### src/rtl/alu_mul_seq_if.sv
// Bundle of the multiplier request/result handshake and the shared-ALU bus.
// The slave modport is the multiplier controller. The master modport is the
// execute stage, which issues requests and supplies the ALU result.
interface alu_mul_seq_if #(
   parameter int DATA_WIDTH = 32
) ();
   logic                  start;
   logic [DATA_WIDTH-1:0] mcand;
   logic [DATA_WIDTH-1:0] mplier;
   logic                  busy;
   logic                  done;
   logic [DATA_WIDTH-1:0] product;
   logic                  alu_req;
   logic [DATA_WIDTH-1:0] alu_op1;
   logic [DATA_WIDTH-1:0] alu_op2;
   logic [2:0]            alu_ctrl;
   logic [DATA_WIDTH-1:0] alu_out;

   modport slave (
      input  start, mcand, mplier, alu_out,
      output busy, done, product, alu_req, alu_op1, alu_op2, alu_ctrl
   );

   modport master (
      output start, mcand, mplier, alu_out,
      input  busy, done, product, alu_req, alu_op1, alu_op2, alu_ctrl
   );
endinterface

### src/rtl/alu_mul_seq.sv
// Sequential shift-add multiplier that borrows the shared integer ALU.
// Each set multiplier bit costs one ADD cycle (acc += mcand). Every bit
// position costs one SHL cycle (mcand <<= 1). product is the low DATA_WIDTH
// bits of mcand*mplier.
// Optional build macro ALU_MUL_SEQ_EARLY_EXIT_EN: stop shifting once no set
// multiplier bits remain, and finish immediately for a zero multiplier.
module alu_mul_seq #(
   parameter int DATA_WIDTH = 32
) (
   input logic           clk,
   input logic           rst_n,
   alu_mul_seq_if.slave  bus
);
   localparam int CNT_W = $clog2(DATA_WIDTH);

   localparam logic [2:0] CTRL_ADD = 3'b000;
   localparam logic [2:0] CTRL_SHL = 3'b100;

   typedef enum logic [1:0] {
      ST_IDLE,
      ST_ADD,
      ST_SHL,
      ST_DONE
   } state_t;

   state_t                state_reg, state_next;
   logic [DATA_WIDTH-1:0] acc_reg;
   logic [DATA_WIDTH-1:0] mcand_reg;
   logic [DATA_WIDTH-1:0] mplier_reg;
   logic [CNT_W-1:0]      cnt_reg;
   logic                  shl_last;

`ifdef ALU_MUL_SEQ_EARLY_EXIT_EN
   // Finish once the remaining multiplier bits are all zero. The counter term
   // can never fire first, because by then every bit has been shifted out.
   assign shl_last = ((mplier_reg >> 1) == '0) || (cnt_reg == CNT_W'(DATA_WIDTH - 1));
`else
   // Always walk every bit position of the multiplier.
   assign shl_last = (cnt_reg == CNT_W'(DATA_WIDTH - 1));
`endif

   assign bus.product = acc_reg;

   // State register. Reset drops any in-flight operation.
   always_ff @(posedge clk) begin
      if (!rst_n) begin
         state_reg <= ST_IDLE;
      end else begin
         state_reg <= state_next;
      end
   end

   // Next-state decode plus ALU steering and status outputs.
   always_comb begin
      state_next   = state_reg;
      bus.busy     = 1'b0;
      bus.alu_req  = 1'b0;
      bus.done     = 1'b0;
      bus.alu_op1  = '0;
      bus.alu_op2  = '0;
      bus.alu_ctrl = CTRL_ADD;
      case (state_reg)
         ST_IDLE: begin
            if (bus.start) begin
`ifdef ALU_MUL_SEQ_EARLY_EXIT_EN
               if (bus.mplier == '0) begin
                  state_next = ST_DONE;
               end else begin
                  state_next = bus.mplier[0] ? ST_ADD : ST_SHL;
               end
`else
               state_next = bus.mplier[0] ? ST_ADD : ST_SHL;
`endif
            end
         end
         ST_ADD: begin
            bus.busy    = 1'b1;
            bus.alu_req = 1'b1;
            bus.alu_op1 = acc_reg;
            bus.alu_op2 = mcand_reg;
            state_next  = ST_SHL;
         end
         ST_SHL: begin
            bus.busy     = 1'b1;
            bus.alu_req  = 1'b1;
            bus.alu_op1  = mcand_reg;
            bus.alu_op2  = DATA_WIDTH'(1);
            bus.alu_ctrl = CTRL_SHL;
            if (shl_last) begin
               state_next = ST_DONE;
            end else begin
               // Bit 1 becomes the next bit 0 after this cycle's shift.
               state_next = mplier_reg[1] ? ST_ADD : ST_SHL;
            end
         end
         ST_DONE: begin
            bus.done   = 1'b1;
            state_next = ST_IDLE;
         end
         default: begin
            state_next = ST_IDLE;
         end
      endcase
   end

   // Operand capture and accumulation of the ALU results.
   always_ff @(posedge clk) begin
      if (!rst_n) begin
         acc_reg    <= '0;
         mcand_reg  <= '0;
         mplier_reg <= '0;
         cnt_reg    <= '0;
      end else begin
         case (state_reg)
            ST_IDLE: begin
               if (bus.start) begin
                  acc_reg    <= '0;
                  mcand_reg  <= bus.mcand;
                  mplier_reg <= bus.mplier;
                  cnt_reg    <= '0;
               end
            end
            ST_ADD: begin
               acc_reg <= bus.alu_out;
            end
            ST_SHL: begin
               mcand_reg  <= bus.alu_out;
               mplier_reg <= mplier_reg >> 1;
               if (!shl_last) begin
                  cnt_reg <= cnt_reg + CNT_W'(1);
               end
            end
            default: begin
            end
         endcase
      end
   end
endmodule

### src/flat_wrapper.sv
// flat-port wrapper written by rule: the top's interface ports become plain ports
module alu_mul_seq_flat 
#(
   parameter int DATA_WIDTH = 32
)
  (clk, rst_n, bus_start, bus_mcand, bus_mplier, bus_alu_out, bus_busy, bus_done, bus_product, bus_alu_req, bus_alu_op1, bus_alu_op2, bus_alu_ctrl);
  alu_mul_seq_if #(.DATA_WIDTH(DATA_WIDTH)) bus_i ();
  input logic clk;
  input logic rst_n;
  input wire logic [$bits(bus_i.start)-1:0] bus_start;
  input wire logic [$bits(bus_i.mcand)-1:0] bus_mcand;
  input wire logic [$bits(bus_i.mplier)-1:0] bus_mplier;
  input wire logic [$bits(bus_i.alu_out)-1:0] bus_alu_out;
  output wire logic [$bits(bus_i.busy)-1:0] bus_busy;
  output wire logic [$bits(bus_i.done)-1:0] bus_done;
  output wire logic [$bits(bus_i.product)-1:0] bus_product;
  output wire logic [$bits(bus_i.alu_req)-1:0] bus_alu_req;
  output wire logic [$bits(bus_i.alu_op1)-1:0] bus_alu_op1;
  output wire logic [$bits(bus_i.alu_op2)-1:0] bus_alu_op2;
  output wire logic [$bits(bus_i.alu_ctrl)-1:0] bus_alu_ctrl;
  assign bus_i.start = bus_start;
  assign bus_i.mcand = bus_mcand;
  assign bus_i.mplier = bus_mplier;
  assign bus_i.alu_out = bus_alu_out;
  assign bus_busy = bus_i.busy;
  assign bus_done = bus_i.done;
  assign bus_product = bus_i.product;
  assign bus_alu_req = bus_i.alu_req;
  assign bus_alu_op1 = bus_i.alu_op1;
  assign bus_alu_op2 = bus_i.alu_op2;
  assign bus_alu_ctrl = bus_i.alu_ctrl;
  alu_mul_seq #(.DATA_WIDTH(DATA_WIDTH)) u_core (.clk(clk), .rst_n(rst_n), .bus(bus_i));
endmodule
### config.mk
export PLATFORM = sky130hd
export DESIGN_NAME = alu_mul_seq_flat
export DESIGN_NICKNAME = d
export VERILOG_FILES = /design/src/rtl/alu_mul_seq_if.sv /design/src/rtl/alu_mul_seq.sv /design/src/flat_wrapper.sv
export SDC_FILE = /design/constraint.sdc
export NUM_CORES = 1
export LEC_CHECK = 0
export CORE_MARGIN = 2
export CORE_UTILIZATION = 47
export CTS_CLUSTER_SIZE = 24
export DETAILED_ROUTE_END_ITERATION = 8
export GPL_ROUTABILITY_DRIVEN = 0
export PLACE_DENSITY = 0.85
export SYNTH_ARGS = -nofsm -noshare
export SYNTH_HDL_FRONTEND = slang
export SYNTH_SLANG_ARGS = --single-unit
### constraint.sdc
create_clock -name clk -period 3.7 [get_ports clk]
set_input_delay 0.74 -clock clk [delete_from_list [all_inputs] [get_ports clk]]
set_output_delay 0.74 -clock clk [all_outputs]
set_load 0.02 [all_outputs]
# [After elaboration in Yosys (flattened, before gate mapping)]
# Index checks and enable logic that the tools add are counted.
[word_totals] word_cells=38 ff_bits=103 out_inout_bits=102 inputBits=99
[op_classes] eq_ne=6 n_reduce_logical=7 n_mux=19 n_addsub=1
[op_table] cell="$pmux W32 S2" n=5
[op_table] cell="$mux W32" n=3
[op_table] cell="$mux W5" n=2
[op_table] cell="$pmux W5 S2" n=1
[op_table] cell="$mux W2" n=4
[op_table] cell="$pmux W2 S4" n=1
[op_table] cell="$add A5 B1 Y5 const B" n=1
[op_table] cell="$eq A5 B5 Y1 const B" n=1
[op_table] cell="$eq A2 B2 Y1 const B" n=2
[op_table] cell="$ne A2 B2 Y1 const B" n=2
[op_table] cell="$reduce_and A2 Y1" n=2
[op_table] cell="$reduce_bool A2 Y1" n=2
[op_table] cell="$mux W3" n=1
[op_table] cell="$reduce_and A3 Y1" n=1
[op_table] cell="$eq A2 B1 Y1 const B" n=1
[op_table] cell="$logic_not A2 Y1" n=1
[op_table] cell="$mux W1" n=2
[op_table] cell="$reduce_or A2 Y1" n=1

# [Depth between registers and ports, before layout]
[depth] ltp_word=3 ltp_mapped=7

# [Worst setup path before layout]
# Ideal clock, no wire load.
[synth_timing] path_type="register to output" from="reg u_core.state_reg[0]" to="out bus_alu_op1[0]" required_ns=2.960 t_arrival_ns=1.793 stages_incl_launch_ff=7 slack_ns=1.167 n_path_buf=2 cell_sequence="dfxtp_1 inv_1 ha_1 and2_1 clkbuf_1 clkbuf_1 a22o_1"
[synth_between] elab_chain_cells=2 elab_cells_between_ends=3 cone_classes="eq/ne: 2; mux: 1"
[synth_rtl] element="start, declared" line_no="alu_mul_seq.sv:26" rtl="state_t state_reg, state_next;"
[synth_rtl] element="start signal, assigned" line_no="alu_mul_seq.sv:49" rtl="state_reg <= state_next;"
[synth_rtl] element="$eq A2 B2 Y1 / $eq A2 B1 Y1 (equally long branches)" line_no="alu_mul_seq.sv:62" rtl="case (state_reg)"
[synth_rtl] element="$pmux W32 S2 *" line_no="alu_mul_seq.sv:62"
[synth_rtl] element="end, declared" line_no="flat_wrapper.sv:18" rtl="output wire logic [$bits(bus_i.alu_op1)-1:0] bus_alu_op1;"
# Every way passes the cells marked *; elsewhere a longest branch is shown, timed or not.

# [Worst setup path in the final report]
[layout_timing] from="reg u_core.state_reg[1]" to="out bus_alu_op1[18]"
# Same word-level chain as after synthesis.

==> flow_summary_export.csv <==
group,metric,value,unit
synth,synth_simple_gate_area_frac,0.136,
critical_path,critPathKind,"reg2out",
synth,synth_fa_ha_area_frac,0.0172,
layout,post-route-util,0.698,
floorplanning,die_x,108,um
timing,fin_crit_sh,0.952,
floorplanning,die_area,11700,sq um
timing,tns,0,ns
route,final_antenna_net_count,0,
synth,syn_area,5080,sq um
route,drt_iter0_markers,305,
global_route,grt_start_max_net_pins,71,
floorplanning,ios,201,
flow_run,cap_violations,0,
global_route,antenna_found_initial,0,
min_path,holdCritPathClass,"reg2reg",
critical_path,cp-start-kind,"register",
synth,synth_flop_cell,"dfxtp_1",
timing,period_needed,3.52,ns
floorplanning,start_util,0.487,
timing,worstMarginPinSlew,1.07,ns
timing,maxSlewHeadroom,0.274,
synth,synthArstFlopShare,0,
route,vias,4820,
synth,synthTopCellsByArea,"dfxtp_1 (40%), mux2i_1 (13%), a211oi_2 (7.4%), nor2_1 (6.9%), a22o_1 (5.5%)",
placed_design,dp.final_hpwl,11000,um
route,finalWirelength,15500,um
synth,synthCells,531,
route,drc_errors,0,
synth,ys_seq_area_frac,0.402,
global_route,overflow,0,
placed_design,io_buffers,198,
synth,synthMuxAreaShare,0.131,
floorplanning,fp.coreArea,10400,sq um
layout,nets,798,
clock_network,root_buffer,"clkbuf_8",
route,via_per_inst,5.79,
route,wl_per_cell,18.6,um
status,outcome,"completed",
synth,synth_warnings,0,
layout,seq_area,2040,sq um
synth,synth_edf_count,0,
layout,drive_above_1_share,0.0918,
global_route,grt_pass1_wl,23900,um
power,power.density,500,nW/um^2
placed_design,dp_cells,817,
synth,yosys.cell_count.top_type,"dfxtp_1",
clock_network,hold_buffers,0,
layout,area_delta_synth_final,43.2,%
clock_network,worstSkewPairLatency,0.36,ns
timing,skew,0.00696,ns
global_route,gr-usage-all-layers,0.257,
timing,setup_violations,0,
clock_network,cts_sinks,102,
clock_network,path_clk_slew,0.09,ns
timing,drv_slew,0,
synth,synthDistinctLibCells,34,
clock_network,cts_tree,"done",
clock_network,htreeDepth,3,
global_route,grt_pass1_vias,4742,
critical_path,cp_max_fo,33,
layout,fill_cells,816,
synth,yosys-top-cells-count,"dfxtp_1 (102), nor2_1 (94), mux2i_1 (65)",
clock_network,cts_made_buffers,9,
synth,synth_top_cell_area_share,0.402,
synth,syn_area_per_cell,9.56,sq um
layout,multi_input_area,2740,sq um
floorplanning,rows,37,
synth,synth_top_family_by_area,"compound AO/OA/AOI/OAI gates",
layout,n_antenna_cell,0,
power,leakage,0.00269,uW
synth,ys_ff_latch,102,
power,p_total,3640,uW
synth,synthXorXnorAreaFrac,0,
critical_path,critPathRequiredTime,2.96,ns
floorplanning,die_h,108,um
timing,holdWs,0.462,ns
timing,rsz0062_at_grt,"no",
critical_path,cp.arrival,2.78,ns
timing,hold_viol_final,0,
layout,stdcell_count,833,
timing,fmaxAchievable,0.284,GHz
route,drtPass1Iterations,4,
power,ir_drop,0.000294,V
critical_path,cp-end-kind,"output port",
synth,yosys.area.top_type,"dfxtp_1",
clock_network,clockBufferDepth,2,
synth,synth-compound-area-share,0.247,
## power by group
group          switching (uW)  internal [uW]  leakage (uW)
Sequential                156           1290      0.000839
Clock                     387            384      0.000110
Combinational             808            608       0.00174
Total                    1350           2290       0.00269
## metrics by stage
| stage | setup slack [ns] | cell area, sq um |
|---|---|---|
| 4_1_cts | 0.112 | 7270 |
| 3_5_place_dp | 0.512 | 7050 |
| 5_1_grt | 0.0407 | 7270 |
| 3_3_place_gp | 0.682 | 7050 |
| 2_1_floorplan | 1.17 | 5080 |
| 6_report | 0.177 | 7270 |
## cell families (layout without fill, tap and decap cells)
family                     count (synthesis)  count (layout)
muxes                                     66              66
DFF                                      102             102
adders and majority gates                  7               7
buffers and inverters                     66             231
and+or+nand+nor                          150             150
AOI/OAI and AO/OA                        139             139
other                                      1               2
## final cells by class
class	count	share of cell area
multi-input cells	364	0.376
flip-flops and latches	102	0.281
inverters	5	0.00275
well taps	136	0.0234
repair buffers	210	0.287
clock buffers	9	0.0170
clock inverters	7	0.0131
## layer usage
metal	wire, um	share of wire	global-route usage
met1	6030	0.39	0.305
met2	7940	0.51	0.465
met3	1240	0.080	0.0609
met4	278	0.018	0.0696
met5	0	0	0
## critical path: stages (launching register included)
cell and delay, ns:
dfxtp_1 0.43, inv_1 0.12, ha_2 0.50, and2_1 0.17, buf_4 0.36, a22o_1 0.21, clkdlybuf4s50_1 0.62
## placed cells by master, fill, tap and decap left out, drive strengths merged, types with 2 or more instances in the layout
| master | n |
|---|---|
| nand2b | 3 |
| nand2 | 8 |
| a22o | 32 |
| ha | 7 |
| mux2i | 65 |
| dfxtp | 102 |
| nand3 | 2 |
| inv | 6 |
| o21ai | 3 |
| clkbuf | 9 |
| bufinv | 2 |
| conb | 2 |
| clkdlybuf4s50 | 198 |
| a21oi | 3 |
| nor2 | 94 |
| a32oi | 32 |
| and3 | 32 |
| clkinv | 3 |
| nand3b | 4 |
| a211oi | 63 |
| and2 | 2 |
| o22ai | 3 |
| buf | 12 |
## what timing repair did
item                                    CTS  global route
setup buffers                             0             0
gates resized for setup                   0             1
endpoints found under the setup margin    0            32
## worst paths after layout
kind,start,endpoint,slack [ns],cells after the start
worst max-delay path,u_core.state_reg[1],bus_alu_op1[18],0.18,6
worst min-delay path,u_core.mplier_reg[31],u_core.mplier_reg[31],0.46,2
worst max register to register,u_core.state_reg[0],u_core.mcand_reg[2],1.09,7
worst min register to register,u_core.mplier_reg[31],u_core.mplier_reg[31],0.46,2
No activity file was read; power rests on OpenSTA's default activity.
==> patch (same flow settings) <==
`DATA_WIDTH` is set to 32 in 3 places; all go to 64.
--- a/src/rtl/alu_mul_seq_if.sv
+++ b/src/rtl/alu_mul_seq_if.sv
@@ -4,3 +4,3 @@
 interface alu_mul_seq_if #(
-   parameter int DATA_WIDTH = 32
+   parameter int DATA_WIDTH = 64
 ) ();
--- a/src/rtl/alu_mul_seq.sv
+++ b/src/rtl/alu_mul_seq.sv
@@ -7,3 +7,3 @@
 module alu_mul_seq #(
-   parameter int DATA_WIDTH = 32
+   parameter int DATA_WIDTH = 64
 ) (
--- a/src/flat_wrapper.sv
+++ b/src/flat_wrapper.sv
@@ -3,3 +3,3 @@
 #(
-   parameter int DATA_WIDTH = 32
+   parameter int DATA_WIDTH = 64
 )
Ports: changed (6 resized); port bits go from 201 to 393. The function was not compared with the original's and may differ.
==> patch against the unedited design <==
Sequential cell count rose by 97; total power grew to 2.8 times the old value; global-route usage up 1.6 points; routed wire length rose by 110%; cell area increased by 97%; cell count is 93% higher; synthesized area increased by 96%; worst setup slack worse by 0.053 ns.
==> patch: results <==
export IMPL_status="complete, no violations"
export IMPL_reg2reg_to="u_core.mplier_reg[63]"
export IMPL_seq_cells=199
export IMPL_clk_latency_ns=0.43
export IMPL_cts_buffers=17
export IMPL_finClkSkew_ns=0.0123
export IMPL_multi_input_area_share_pct=36.8
export IMPL_crit_fanout=53
export IMPL_grt_pass1_wl_mm=48.1
export IMPL_dp_slack_ns=0.597
export IMPL_ys_types=36
export IMPL_vdd_ir_drop_worst_mv=0.510
export IMPL_multi_input_gates=691
export IMPL_post_drt_wl_per_cell_um=19.9
export IMPL_endpoint="bus_alu_op1[46]"
export IMPL_io_buffers=390
export IMPL_p_leak_nw=6.49
export IMPL_drive_above_1_share_pct=4.51
export IMPL_place_inst=1574
export IMPL_ys_seq_area_share_pct=40.0
export IMPL_sh_seq_area_pct=27.8
export IMPL_clockBufferCount=18
export IMPL_gr_usage_met2_pct=45.2
export IMPL_fin_util_pct=68.6
export IMPL_synth_xor_xnor_area_share_pct=0.176
export IMPL_hold_ws_ns=0.469
export IMPL_grt_max_degree=137
export IMPL_inverters_excl_clock=3
export IMPL_postPlaceCellArea_um2=13700
export IMPL_synth_warnings=0
export IMPL_buf_share_pct=28.8
export IMPL_vias_per_cell=5.70
export IMPL_drtPass1Iterations=5
export IMPL_synthAdderAreaFrac_pct=0.753
export IMPL_dp_hpwl_mm=22.5
export IMPL_clk_share_pct=4.09
export IMPL_met3_usage_pct=6.68
export IMPL_grt_usage_pct=27.3
export IMPL_slew_headroom_pct=34.7
export IMPL_layout_min_cycle_time_ns=3.58
export IMPL_wl_met3_mm=2.55
export IMPL_synth_area_leaders="dfxtp_1, mux2i_1, o211a_1"
export IMPL_wl_met2_mm=15.6
export IMPL_wirelength_met1_mm=12.7
export IMPL_rrSetupSlack_ns=0.91
export IMPL_crit_arrival_ns=2.84
export IMPL_nNonClkBuffers=406
export IMPL_synth_compound_area_share_pct=24.1
export IMPL_wirelength_mm=32.0
export IMPL_htree_levels=4
export IMPL_final_nets=1519
export IMPL_p_int_mw=5.94
export IMPL_grt_pass1_vias=8486
export IMPL_clk_pin_slew_ns=0.07
export IMPL_synthMuxAreaShare_pct=13.1
export IMPL_max_stage_delay_ns=0.65
export IMPL_use_met1_pct=33.9
export IMPL_drt_initial_drc_count=696
export IMPL_regArea_um2=3980
## patch: worst min-delay path by stage
stage,end,depth (start not counted),from
global placement,u_core.state_reg[0],2,u_core.mplier_reg[1]
finish,u_core.state_reg[0],2,u_core.mplier_reg[1]
detailed placement,u_core.state_reg[0],2,u_core.mplier_reg[1]
floorplan,u_core.state_reg[0],2,u_core.mplier_reg[1]
global route,u_core.state_reg[0],2,u_core.mplier_reg[1]
CTS,u_core.state_reg[0],2,u_core.mplier_reg[1]
## patch: power by group through the flow
| stage | registers [mW] | logic (mW) | clock network (mW) |
|---|---|---|---|
| after detailed placement | 3.58 | 4.61 | 0 |
| after floorplan | 3.47 | 3.33 | 0 |
| final | 3.56 | 4.62 | 1.87 |
| after CTS | 3.54 | 4.63 | 1.90 |
| after global routing | 3.63 | 4.98 | 1.99 |
| after global placement | 3.57 | 4.48 | 0 |
